<file path="config.mk">
export PLATFORM = sky130hd
export DESIGN_NAME = aer_in_rr_scheduler
export DESIGN_NICKNAME = d
export VERILOG_FILES = /design/src/rtl/aer_in_rr_scheduler.sv
export SDC_FILE = /design/constraint.sdc
export NUM_CORES = 1
export LEC_CHECK = 0
export CAP_MARGIN = 5
export CORE_ASPECT_RATIO = 0.9
export CORE_UTILIZATION = 40
export DETAILED_ROUTE_END_ITERATION = 8
export PLACE_DENSITY = 0.7
export SLEW_MARGIN = 20
export SYNTH_ARGS = -nofsm -noshare
export SYNTH_HDL_FRONTEND = slang
export SYNTH_SLANG_ARGS = --single-unit
</file>
<file path="constraint.sdc">
create_clock -name clk -period 3.4 [get_ports clk]
set_input_delay 0.68 -clock clk [delete_from_list [all_inputs] [get_ports clk]]
set_output_delay 0.68 -clock clk [all_outputs]
set_load 0.01 [all_outputs]
</file>
<file path="src/rtl/aer_in_rr_scheduler.sv">
// aer_in_rr_scheduler
//   Round-robin merge of N_SRC AER event sources onto the single input port of
//   the LRF mapper. Sources handshake 4-phase. Accepted events go into a small
//   FIFO and are replayed to the mapper one at a time with its REQ/ACK handshake.
//
// Ports
//   clk                 clock
//   rst                 asynchronous reset, active low
//   SRC_AER_REQ         per-source request (4-phase)
//   SRC_AER_ADDR        per-source event {type[1:0], c, y, x}, stable while REQ high
//   SRC_AER_ACK         per-source acknowledge
//   MAP_IN_AERIN_REQ    request to the mapper
//   MAP_IN_AERIN_EVENT  {type, zeros}
//   MAP_IN_AERIN_IDX    {c, y, x}
//   MAP_IN_AERIN_ACK    acknowledge from the mapper
//   FIFO_LEVEL          current FIFO occupancy
//   BUSY                FIFO non-empty or output FSM not idle
//
// Optional build macro: AER_SCHED_BARRIER_EN
//   When defined, timestep markers (type 2'b10) are not forwarded directly.
//   Each marker masks its source; once every source is masked a single marker
//   is pushed and the mask clears.
//
// Source FSM
//   state    | meaning
//   S_IDLE   | waiting for REQ, eligible for arbitration
//   S_ACKED  | event captured, ACK high until REQ drops
//
// Output FSM
//   state     | meaning
//   O_IDLE    | waiting for a buffered event
//   O_SEND    | REQ high with head event, waiting for mapper ACK
//   O_RELEASE | REQ low, waiting for mapper ACK to drop
module aer_in_rr_scheduler #(
  parameter int N_SRC      = 2,
  parameter int AER_WIDTH  = 10,
  parameter int FIFO_DEPTH = 4
) (
  input  logic                          clk,
  input  logic                          rst,
  input  logic [N_SRC-1:0]              SRC_AER_REQ,
  input  logic [N_SRC*AER_WIDTH-1:0]    SRC_AER_ADDR,
  output logic [N_SRC-1:0]              SRC_AER_ACK,
  output logic                          MAP_IN_AERIN_REQ,
  output logic [AER_WIDTH-1:0]          MAP_IN_AERIN_EVENT,
  output logic [AER_WIDTH-3:0]          MAP_IN_AERIN_IDX,
  input  logic                          MAP_IN_AERIN_ACK,
  output logic [$clog2(FIFO_DEPTH):0]   FIFO_LEVEL,
  output logic                          BUSY
);

  localparam int PW = (N_SRC > 1) ? $clog2(N_SRC) : 1;
  localparam int AW = $clog2(FIFO_DEPTH);
  localparam int LW = AW + 1;

  typedef enum logic {S_IDLE, S_ACKED} src_state_t;
  typedef enum logic [1:0] {O_IDLE, O_SEND, O_RELEASE} out_state_t;

  src_state_t           r_src_state [N_SRC];
  src_state_t           w_src_nxt   [N_SRC];
  out_state_t           r_out_state;
  out_state_t           w_out_nxt;

  logic [PW-1:0]        r_rr_ptr;
  logic [N_SRC-1:0]     w_src_idle;
  logic [N_SRC-1:0]     w_elig;
  logic [PW-1:0]        w_cand;
  logic                 w_grant_vld;
  logic [PW-1:0]        w_grant_idx;
  logic                 w_grant;
  logic [AER_WIDTH-1:0] w_grant_addr;

  logic [AER_WIDTH-1:0] r_mem [FIFO_DEPTH];
  logic [AW-1:0]        r_wr_ptr;
  logic [AW-1:0]        r_rd_ptr;
  logic [LW-1:0]        r_count;
  logic                 w_full;
  logic                 w_empty;
  logic                 w_push;
  logic [AER_WIDTH-1:0] w_push_data;
  logic                 w_pop;
  logic                 w_load;
  logic [AER_WIDTH-1:0] r_out_data;

  assign w_full  = (r_count == LW'(FIFO_DEPTH));
  assign w_empty = (r_count == '0);

  always_comb begin
    for (int i = 0; i < N_SRC; i++) begin
      w_src_idle[i]  = (r_src_state[i] == S_IDLE);
      SRC_AER_ACK[i] = (r_src_state[i] == S_ACKED);
    end
  end

  // Barrier mask handling
`ifdef AER_SCHED_BARRIER_EN
  logic [N_SRC-1:0] r_bar_mask;
  logic             w_is_marker;
  logic             w_bar_fire;

  assign w_is_marker = (w_grant_addr[AER_WIDTH-1 -: 2] == 2'b10);
  // With every source masked nothing is eligible, so this never collides
  // with a grant-driven push.
  assign w_bar_fire  = (&r_bar_mask) && !w_full;
  assign w_elig      = SRC_AER_REQ & w_src_idle & ~r_bar_mask;
  assign w_push      = (w_grant && !w_is_marker) || w_bar_fire;
  assign w_push_data = w_bar_fire ? {2'b10, {(AER_WIDTH-2){1'b0}}} : w_grant_addr;

  always_ff @(posedge clk or negedge rst) begin
    if (!rst) begin
      r_bar_mask <= '0;
    end else if (w_bar_fire) begin
      r_bar_mask <= '0;
    end else if (w_grant && w_is_marker) begin
      r_bar_mask[w_grant_idx] <= 1'b1;
    end
  end
`else
  assign w_elig      = SRC_AER_REQ & w_src_idle;
  assign w_push      = w_grant;
  assign w_push_data = w_grant_addr;
`endif

  // First eligible source at or after the pointer
  always_comb begin
    w_grant_vld = 1'b0;
    w_grant_idx = '0;
    w_cand      = '0;
    for (int k = 0; k < N_SRC; k++) begin
      w_cand = PW'((int'(r_rr_ptr) + k) % N_SRC);
      if (!w_grant_vld && w_elig[w_cand]) begin
        w_grant_vld = 1'b1;
        w_grant_idx = w_cand;
      end
    end
  end

  // Full is taken from the registered count: a same-cycle pop does not free a slot.
  assign w_grant      = w_grant_vld && !w_full;
  assign w_grant_addr = SRC_AER_ADDR[w_grant_idx*AER_WIDTH +: AER_WIDTH];

  always_comb begin
    for (int i = 0; i < N_SRC; i++) begin
      w_src_nxt[i] = r_src_state[i];
      case (r_src_state[i])
        S_IDLE:  if (w_grant && (w_grant_idx == PW'(i))) w_src_nxt[i] = S_ACKED;
        S_ACKED: if (!SRC_AER_REQ[i]) w_src_nxt[i] = S_IDLE;
        default: w_src_nxt[i] = S_IDLE;
      endcase
    end
  end

  always_ff @(posedge clk or negedge rst) begin
    if (!rst) begin
      for (int i = 0; i < N_SRC; i++) r_src_state[i] <= S_IDLE;
      r_rr_ptr <= '0;
    end else begin
      for (int i = 0; i < N_SRC; i++) r_src_state[i] <= w_src_nxt[i];
      if (w_grant) begin
        r_rr_ptr <= (w_grant_idx == PW'(N_SRC-1)) ? '0 : w_grant_idx + 1'b1;
      end
    end
  end

  // FIFO
  assign w_pop  = (r_out_state == O_SEND) && MAP_IN_AERIN_ACK;
  assign w_load = (r_out_state == O_IDLE) && !w_empty;

  always_ff @(posedge clk) begin
    if (w_push) r_mem[r_wr_ptr] <= w_push_data;
  end

  always_ff @(posedge clk or negedge rst) begin
    if (!rst) begin
      r_wr_ptr <= '0;
      r_rd_ptr <= '0;
      r_count  <= '0;
    end else begin
      if (w_push) r_wr_ptr <= r_wr_ptr + 1'b1;
      if (w_pop)  r_rd_ptr <= r_rd_ptr + 1'b1;
      case ({w_push, w_pop})
        2'b10:   r_count <= r_count + LW'(1);
        2'b01:   r_count <= r_count - LW'(1);
        default: r_count <= r_count;
      endcase
    end
  end

  // Output FSM
  always_comb begin
    w_out_nxt = r_out_state;
    case (r_out_state)
      O_IDLE:    if (!w_empty)         w_out_nxt = O_SEND;
      O_SEND:    if (MAP_IN_AERIN_ACK) w_out_nxt = O_RELEASE;
      O_RELEASE: if (!MAP_IN_AERIN_ACK) w_out_nxt = O_IDLE;
      default:   w_out_nxt = O_IDLE;
    endcase
  end

  always_ff @(posedge clk or negedge rst) begin
    if (!rst) begin
      r_out_state <= O_IDLE;
      r_out_data  <= '0;
    end else begin
      r_out_state <= w_out_nxt;
      if (w_load) r_out_data <= r_mem[r_rd_ptr];
    end
  end

  assign MAP_IN_AERIN_REQ   = (r_out_state == O_SEND);
  assign MAP_IN_AERIN_EVENT = {r_out_data[AER_WIDTH-1 -: 2], {(AER_WIDTH-2){1'b0}}};
  assign MAP_IN_AERIN_IDX   = r_out_data[AER_WIDTH-3:0];
  assign FIFO_LEVEL         = r_count;
  assign BUSY               = !w_empty || (r_out_state != O_IDLE);

endmodule

</file>
==> flow_summary.yaml, run 1 <==
final_layout:
  final-seq-area_um2: 1750
  fin_util_pct: 52.2
  nets: 228
  nFillCells: 547
  layout-drive-gt1-share_pct: 22.8
  finalNonFillerCells: 289
  antennaDiodeCount: 0
  area_growth_pct: 23.8
  multiInputGateArea_um2: 805
grt:
  grt_pass1_wl_um: 7310
  grt_max_degree: 23
  grt_pass1_vias: 1431
  grt_antenna_before_repair: 0
  overflow: 0
  grt_usage_pct: 15.5
synth:
  seq_area_frac_synth_pct: 66.5
  syn_avg_cell_area_um2: 17.8
  synth.top_cell.area_share_pct: 45.6
  yosys_warnings: 0
  postSynthCellCount: 148
  netlist_area_um2: 2630
  ys_ff_latch: 62
  synth-main-ff-cell: "edfxtp_1"
  yosysMostFrequentCell: "edfxtp_1"
  synth.top_cells.by_count: "edfxtp_1, mux2_2, dfrtp_1, buf_4, mux4_2"
  synth-edff-count: 40
  synth_top_cell_by_area: "edfxtp_1"
  synth.area.top_cells: "edfxtp_1, dfrtp_1, mux2_2, mux4_2, buf_4"
  synth_cell_types: 29
  synthArstFlopShare_pct: 35.5
cts:
  numCtsBuffers: 9
  cts_setup_buffers: 0
  clkSinkCount: 62
  clkSlewWorstSetupHoldPaths_ps: 70
  clk_latency_ps: 330
  root_buffer: "clkbuf_8"
  cts_buffer_depth: 2
  ctsHoldBuffers: 0
  cts_tree: "built"
  cts.htree.levels: 3
  post_cts_resized: 0
timing:
  rsz0062_at_grt: "no"
  finalSetupViolations: 0
  timing.final.crit_share_pct: 72.8
  worst_slew_pin_slew_ps: 739
  hold_viol: 0
  fin_tns_setup_ps: 0
  hold_ws_ps: 505
  slew_headroom_pct: 50.8
  report.final.slew_viol_count: 0
  fin_skew_ps: 12.5
  max_freq_mhz: 404
  worst_slack_ps: 923
  layout_min_cycle_time_ps: 2480
power_and_ir_drop:
  vdd_drop_max_uv: 418
  pwr_density_cell_nw_per_um2: 836
  p_sw_w: 0.000821
  p_comb_share_pct: 34.8
  seqPwrFrac_pct: 46.3
  clkPwrFrac_pct: 18.8
  leakagePower_nw: 1.20
  switching_share_pct: 30.1
  intPower_w: 0.00190
detailed_routing:
  drtIter0Drc: 31
  dr.pass1.iters: 4
  ant_nets: 0
  route.detailed.drc: 0
  routedWlPerCell_um: 15.8
  vias_per_cell: 4.68
  vias: 1353
  drt_wl_total_um: 4560
worst_setup_path:
  critPathKind: "primary input to register"
  r2r_setup_slack_ps: 1290
  cp_slowest_stage_delay_ps: 480
  cp_max_fo: 9
  path_cells: "clkdlybuf4s50_1 > nand2b_1 > a22oi_2 > inv_1 > ha_1 > fa_1 > xnor2_1 > nor2_1 > xor2_1"
  cp_slowest_cell: "clkdlybuf4s50_1"
  worst_r2r_endpoint: "FIFO_LEVEL[2]"
  worstSetupEndpointType: "register"
  rr_worst_depth: 8
  arrival_ps: 2730
  critical_path_required_ps: 3650
  rr_startpoint: "SRC_AER_ACK[1]"
  start_kind: "primary input"
place:
  gp_congestion: 0.685
  dp_hpwl_um: 3020
  dp_cells: 273
  pre_cts_ws_ps: 556
  io_buffers: 41
hold_path:
  holdPathEnd: "r_out_data[0]"
  min_path_cells: 1
  hp-start: "r_out_data[0]"
  hold_class: "register to register"
floorplan:
  die_w_um: 87.5
  pin_count: 50
  core_um2: 6250
  die_area_um2: 6910
  rows: 27
  start_util_pct: 42.1
  fp.dieH_um: 79.0
status:
  outcome: "finished clean"
flow_run:
  maxCapViolations: 0
## cell usage in the layout (no fill, tap or decap), types with 2 or more instances in the layout
cell type	instances
nor2b_1	2
xnor2_1	4
edfxtp_1	40
buf_4	2
ha_1	5
clkdlybuf4s50_1	41
conb_1	8
and2_1	5
dfrtp_1	22
nor2_1	3
clkbuf_1	4
clkbuf_8	9
mux2_2	23
nand2b_1	3
o21a_1	2
mux4_1	2
inv_1	4
xor2_1	2
clkinv_2	3
mux4_2	8
## power groups by stage
stage,sequential (W),combinational [W],clock [W]
2_1_floorplan,0.00123,0.000643,0
5_1_grt,0.00130,0.00104,0.000567
6_report,0.00126,0.000949,0.000513
3_5_place_dp,0.00129,0.000962,0
3_3_place_gp,0.00127,0.000940,0
4_1_cts,0.00127,0.000970,0.000532
## area by class of cell
cell class,count,area share [%]
inverters,4,0.461
clock inverters,3,0.461
multi-input cells,77,24.7
repair buffers,43,13.1
well taps,87,3.34
flip-flops and latches,62,53.7
clock buffers,13,4.26
## state kept, by name, summed over array words and instances (netlist names)
| name | flops |
|---|---|
| r_wr_ptr | 2 |
| FIFO_LEVEL | 3 |
| r_out_data | 10 |
| SRC_AER_ACK | 2 |
| r_rr_ptr | 1 |
| r_mem | 40 |
| r_out_state | 2 |
| r_rd_ptr | 2 |
## critical path, delay by kind of cell
family / cells / cell delay [ps]
xor+xnor: 2 / 280
buf+inv: 2 / 570
compound gates: 1 / 370
simple gates: 2 / 190
fa+ha+maj: 2 / 620
## through the flow
step	total power, W	cell area (um^2)
2_1_floorplan	0.00187	2660
3_3_place_gp	0.00221	3110
3_5_place_dp	0.00225	3110
4_1_cts	0.00277	3260
5_1_grt	0.00291	3260
6_report	0.00273	3260
## metal layers
| metal | part of all wire, % | GRT usage (%) | vias to the layer above |
|---|---|---|---|
| met2 | 52 | 25.4 | 36 |
| met5 | 0 | 0 | - |
| met4 | 1.3 | 5.41 | 0 |
| met1 | 42 | 18.1 | 675 |
| li1 | - | - | 636 |
| met3 | 4.5 | 6.65 | 6 |
## cell families after synthesis
group	share of synthesized area [%]
XOR/XNOR	2.00
buffers and inverters	3.90
multiplexers	18.7
AND/OR/NAND/NOR	3.85
AO/OA/AOI/OAI	1.76
adder cells (fa/ha/maj)	3.14
flip-flops	66.5
other	0.142
## how the worst max path moves through the flow
| stage | from | end | slack (ps) | cells after the start |
|---|---|---|---|---|
| final | SRC_AER_REQ[1] | FIFO_LEVEL[2] | 920 | 9 |
| after global routing | SRC_AER_REQ[1] | FIFO_LEVEL[2] | 800 | 9 |
| after CTS | SRC_AER_REQ[1] | FIFO_LEVEL[2] | 910 | 9 |
| after detailed placement | SRC_AER_REQ[1] | FIFO_LEVEL[2] | 560 | 9 |
| after global placement | SRC_AER_REQ[1] | FIFO_LEVEL[2] | 610 | 9 |
| after floorplan | SRC_AER_REQ[1] | FIFO_LEVEL[2] | 1200 | 8 |
Power figures use the tool's default switching activity.
==> run 2: changes to the inputs <==
==> constraint.sdc (replaced) <==
create_clock -name clk -period 2.35 [get_ports clk]
set_input_delay 0.47 -clock clk [delete_from_list [all_inputs] [get_ports clk]]
set_output_delay 0.47 -clock clk [all_outputs]
set_load 0.01 [all_outputs]
==> run 2 against run 1 <==
Net effect:
- register-to-register slack got worse by 810 ps
- global-route usage is 0.90 points lower
- clock skew down 7.2 ps
- non-clock buffer count increased by 10
- combinational power grew 59%
- die area is the same
- count of clock-buffer cells in the layout fell by 2
- critical path depth shrank 6
- routed wire length is 2.9% lower
- critical path type is now register to primary output
- largest cell class unchanged
==> flow_summary.yaml, run 2 (synthesized netlist as in run 1, its figures left out) <==
status:
  outcome: "finished clean"
timing:
  rsz0062_at_grt: "no"
  hold_viol: 0
  layout_min_cycle_time_ps: 2040
  fin_skew_ps: 5.35
  hold_ws_ps: 503
  slew_headroom_pct: 63.6
  worst_slew_pin_slew_ps: 546
  finalSetupViolations: 0
  max_freq_mhz: 489
  timing.final.crit_share_pct: 87.0
  report.final.slew_viol_count: 0
detailed_routing:
  ant_nets: 0
  dr.pass1.iters: 4
  drtIter0Drc: 31
  routedWlPerCell_um: 14.8
  vias: 1384
  route.detailed.drc: 0
  drt_wl_total_um: 4420
  vias_per_cell: 4.64
final_layout:
  layout-drive-gt1-share_pct: 28.0
  antennaDiodeCount: 0
  regMostFlops: "r_mem"
  fin_util_pct: 53.9
  largest_register_ffs: 40
  postLayoutCellArea_um2: 3370
  area_growth_pct: 27.9
  layout_commonest_cell: "clkdlybuf4s50_1"
  nets: 238
  nFillCells: 497
  final_cell_mix: "clkdlybuf4s50_1, edfxtp_1, mux2_2"
worst_setup_path:
  arrival_ps: 1570
  worstSetupEndpointType: "primary output"
  critical_path_required_ps: 1880
  rr_worst_depth: 8
  cp_max_fo: 5
  start_kind: "register"
  critPathKind: "register to primary output"
grt:
  grt_pass1_wl_um: 7070
  grt_pass1_vias: 1428
  grt_antenna_before_repair: 0
  grt_usage_pct: 14.6
  grt_max_degree: 23
  overflow: 0
power_and_ir_drop:
  leakagePower_nw: 1.27
  clkPwrFrac_pct: 19.6
  pwr_density_cell_nw_per_um2: 1220
  vdd_drop_max_uv: 681
  intPower_w: 0.00289
  p_sw_w: 0.00121
  switching_share_pct: 29.5
  seqPwrFrac_pct: 43.6
  p_comb_share_pct: 36.9
floorplan:
  die_w_um: 87.5
  rows: 27
  start_util_pct: 42.1
  core_um2: 6250
  pin_count: 50
  die_area_um2: 6910
  fp.dieH_um: 79.0
cts:
  ctsHoldBuffers: 0
  root_buffer: "clkbuf_8"
  cts_setup_buffers: 0
  cts_buffer_depth: 2
  clk_latency_ps: 330
  numCtsBuffers: 9
  post_cts_resized: 0
  clkSinkCount: 62
  cts.htree.levels: 3
  clkSlewWorstSetupHoldPaths_ps: 60
  cts_tree: "built"
place:
  postPlaceCellArea_um2: 3190
  io_buffers: 41
  gp_congestion: 0.710
  dp_hpwl_um: 3040
flow_run:
  maxCapViolations: 0
hold_path:
  hold_class: "primary input to async pin"
==> run 2: cell count changes in the layout (fill, tap and decap cells not counted) <==
cell / before / now
buf_4: 2 / 11
clkinvlp_4: 0 / 1
buf_12: 0 / 1
clkbuf_1: 4 / 0
clkbuf_8: 9 / 11
==> run 2: final cells by class <==
class / instances / area (um^2) / share of cell area (%)
flip-flops and latches: 62 / 1750 / 52.0
inverters: 4 / 15.0 / 0.446
clock inverters: 4 / 22.5 / 0.669
repair buffers: 53 / 513 / 15.2
well taps: 87 / 109 / 3.23
multi-input cells: 77 / 805 / 23.9
clock buffers: 11 / 151 / 4.50
==> run 2: per-layer routing <==
layer / global-route usage [%] / vias to the layer above / wire, um
li1: - / 653 / -
met1: 17.2 / 692 / 1960
met2: 24.1 / 35 / 2240
met3: 5.93 / 4 / 195
met4: 4.92 / 0 / 26
met5: 0 / - / 0
==> run 2: worst paths after layout <==
kind	from	endpoint	slack, ps
max	FIFO_LEVEL[0]	BUSY	310
min	rst	r_out_state[1]	500
max reg2reg	SRC_AER_ACK[1]	FIFO_LEVEL[2]	480
min reg2reg	r_out_data[5]	r_out_data[5]	500
max in group asynchronous	rst	r_out_data[3]	1610
min in group clk	r_out_data[5]	r_out_data[5]	500
==> run 2: per-stage QoR <==
step / setup TNS (ps) / power [W] / std cells / setup slack [ps]
after floorplan: 0 / 0.00271 / 155 / 318
after global placement: 0 / 0.00330 / 283 / 13.5
after detailed placement: -2.93 / 0.00334 / 283 / -2.93
after CTS: 0 / 0.00416 / 298 / 271
after global routing: 0 / 0.00435 / 298 / 210
final: 0 / 0.00409 / 298 / 306
==> run 2: power by group through the flow <==
| stage | Clock [W] | Sequential [W] | Combinational, W |
|---|---|---|---|
| 2_1_floorplan | 0 | 0.00178 | 0.000931 |
| 6_report | 0.000801 | 0.00178 | 0.00151 |
| 3_3_place_gp | 0 | 0.00180 | 0.00150 |
| 5_1_grt | 0.000870 | 0.00183 | 0.00166 |
| 3_5_place_dp | 0 | 0.00181 | 0.00153 |
| 4_1_cts | 0.000832 | 0.00179 | 0.00154 |
==> run 2: worst max-delay path, cell delays in order, from the launching register on <==
cell and delay [ps]:
dfrtp_1 460, nor3_1 240, nand2_1 80, clkdlybuf4s50_1 470
==> run 3: changes to the inputs <==
--- a/config.mk
+++ b/config.mk
@@ -9,7 +9,8 @@
 export CORE_ASPECT_RATIO = 0.9
 export CORE_UTILIZATION = 40
 export DETAILED_ROUTE_END_ITERATION = 8
-export PLACE_DENSITY = 0.7
+export DONT_BUFFER_PORTS = 1
+export PLACE_DENSITY = 0.6
 export SLEW_MARGIN = 20
 export SYNTH_ARGS = -nofsm -noshare
 export SYNTH_HDL_FRONTEND = slang
==> run 3 against run 2 <==
Net effect:
- sequential share of layout area up 7.0 points
- largest power group unchanged
- global-route usage up 0.25 points
- clock power up 30%
- highest routed layer unchanged
- core utilization down 6.4 points
- count of clock-buffer cells in the layout up 2
- critical path depth up 5
- die area unchanged
- critical endpoint is now FIFO_LEVEL[2]
- first-iteration DRC count up 97%
- setup slack better by 21 ps
==> flow_summary.yaml, run 3 (synthesized netlist as in run 1, its figures left out) <==
floorplan:
  start_util_pct: 42.1
  core_um2: 6250
  die_area_um2: 6910
  fp.dieH_um: 79.0
  rows: 27
  die_w_um: 87.5
  pin_count: 50
detailed_routing:
  dr.pass1.iters: 4
  ant_nets: 0
  vias_per_cell: 4.89
  route.detailed.drc: 0
  drtIter0Drc: 61
  routedWlPerCell_um: 17.8
  drt_wl_total_um: 4500
  vias: 1232
timing:
  fin_tns_setup_ps: 0
  layout_min_cycle_time_ps: 2020
  rsz0062_at_grt: "no"
  fin_skew_ps: 8.45
  timing.final.crit_share_pct: 86.1
  report.final.slew_viol_count: 0
  slew_headroom_pct: 57.3
  max_freq_mhz: 494
  worst_slew_pin_slew_ps: 640
  hold_viol: 0
  finalSetupViolations: 0
final_layout:
  layout-drive-gt1-share_pct: 30.9
  nets: 191
  final_cell_mix: "edfxtp_1, mux2_2, dfrtp_1"
  largest_register_ffs: 40
  regMostFlops: "r_mem"
  multiInputGateArea_um2: 805
  antennaDiodeCount: 0
  area_growth_pct: 12.7
  layout_commonest_cell: "edfxtp_1"
  final-seq-area_um2: 1750
  postLayoutCellArea_um2: 2970
  nFillCells: 518
  finalNonFillerCells: 252
power_and_ir_drop:
  vdd_drop_max_uv: 462
  clkPwrFrac_pct: 26.1
  p_comb_share_pct: 27.8
  seqPwrFrac_pct: 46.1
  pwr_density_cell_nw_per_um2: 1350
  intPower_w: 0.00282
  leakagePower_nw: 1.09
  p_total_w: 0.00400
  switching_share_pct: 29.6
  p_sw_w: 0.00118
place:
  dp_hpwl_um: 2940
  gp_congestion: 0.743
  dp_cells: 234
  io_buffers: 0
  postPlaceCellArea_um2: 2710
cts:
  root_buffer: "clkbuf_8"
  cts_tree: "built"
  cts_buffer_depth: 2
  post_cts_resized: 0
  clkSinkCount: 62
  clkSlewWorstSetupHoldPaths_ps: 60
  numCtsBuffers: 9
  cts_setup_buffers: 0
  clk_latency_ps: 340
  cts.htree.levels: 3
worst_setup_path:
  cp_top_family: "adder cells"
  critical_path_required_ps: 2600
  cp_slowest_cell: "dfrtp_1"
  arrival_ps: 2280
  critPathKind: "register to register"
  cp_slowest_stage_delay_ps: 420
  start_kind: "register"
  r2r_setup_slack_ps: 330
  critPathBufInv: 1
  cp_max_fo: 3
  worstSetupEndpointType: "register"
  path_cells: "nand2b_1 > a22oi_2 > inv_1 > ha_1 > fa_1 > xnor2_1 > nor2_1 > xor2_1"
grt:
  grt_pass1_vias: 1325
  grt_antenna_before_repair: 0
  grt_pass1_wl_um: 6950
  grt_usage_pct: 14.8
  grt_max_degree: 23
  overflow: 0
flow_run:
  maxCapViolations: 0
status:
  outcome: "finished clean"
hold_path:
  hold_class: "primary input to register"
==> run 3: per-layer routing <==
metal  track usage [%]  routed length (um)  up-vias
met3              4.16                 180       12
met1              16.8                1810      625
li1                  -                   -      560
met2              23.8                2350       35
met5                 0                   0        -
met4              11.1                 154        0
==> run 3: final cells by class <==
type	count	area share [%]
Sequential cell	62	59.0
Clock buffer	13	5.36
Timing Repair Buffer	6	2.02
Multi-Input combinational cell	77	27.1
Inverter	4	0.506
Clock inverter	3	2.28
Tap cell	87	3.67
==> run 3: power groups by stage <==
stage	logic [W]	registers (W)	clock network, W
floorplan	0.000931	0.00178	0
global placement	0.00107	0.00185	0
detailed placement	0.00112	0.00187	0
CTS	0.00114	0.00185	0.00107
global route	0.00123	0.00189	0.00111
finish	0.00111	0.00184	0.00104
==> run 3: worst paths after layout <==
check | start | endpoint | depth (start not counted)
worst max-delay path | SRC_AER_ACK[1] | FIFO_LEVEL[2] | 8
worst min-delay path | MAP_IN_AERIN_ACK | r_out_state[0] | 1
worst max register to register | SRC_AER_ACK[1] | FIFO_LEVEL[2] | 8
worst min register to register | r_rr_ptr | r_rr_ptr | 1
max in group asynchronous | rst | r_out_state[0] | 2
min in group asynchronous | rst | r_out_data[8] | 2
==> run 3: worst register-to-register path, stage by stage, from the launching register on <==
cell,delay (ps)
dfrtp_1,420
nand2b_1,190
a22oi_2,210
inv_1,60
ha_1,230
fa_1,390
xnor2_1,140
nor2_1,130
xor2_1,160
==> run 3: timing repair <==
item,CTS,global route
endpoints found under the hold margin,22,0
setup endpoints to repair,0,0
hold buffers,2,0
==> run 3: through the flow <==
| stage | utilization (%) | setup slack (ps) | hold slack (ps) |
|---|---|---|---|
| detailed placement | 43.4 | 354 | 175 |
| floorplan | - | 318 | 174 |
| finish | 47.5 | 327 | 251 |
| global placement | 43.4 | 423 | 175 |
| CTS | 47.5 | 319 | 232 |
| global route | 47.5 | 247 | 242 |
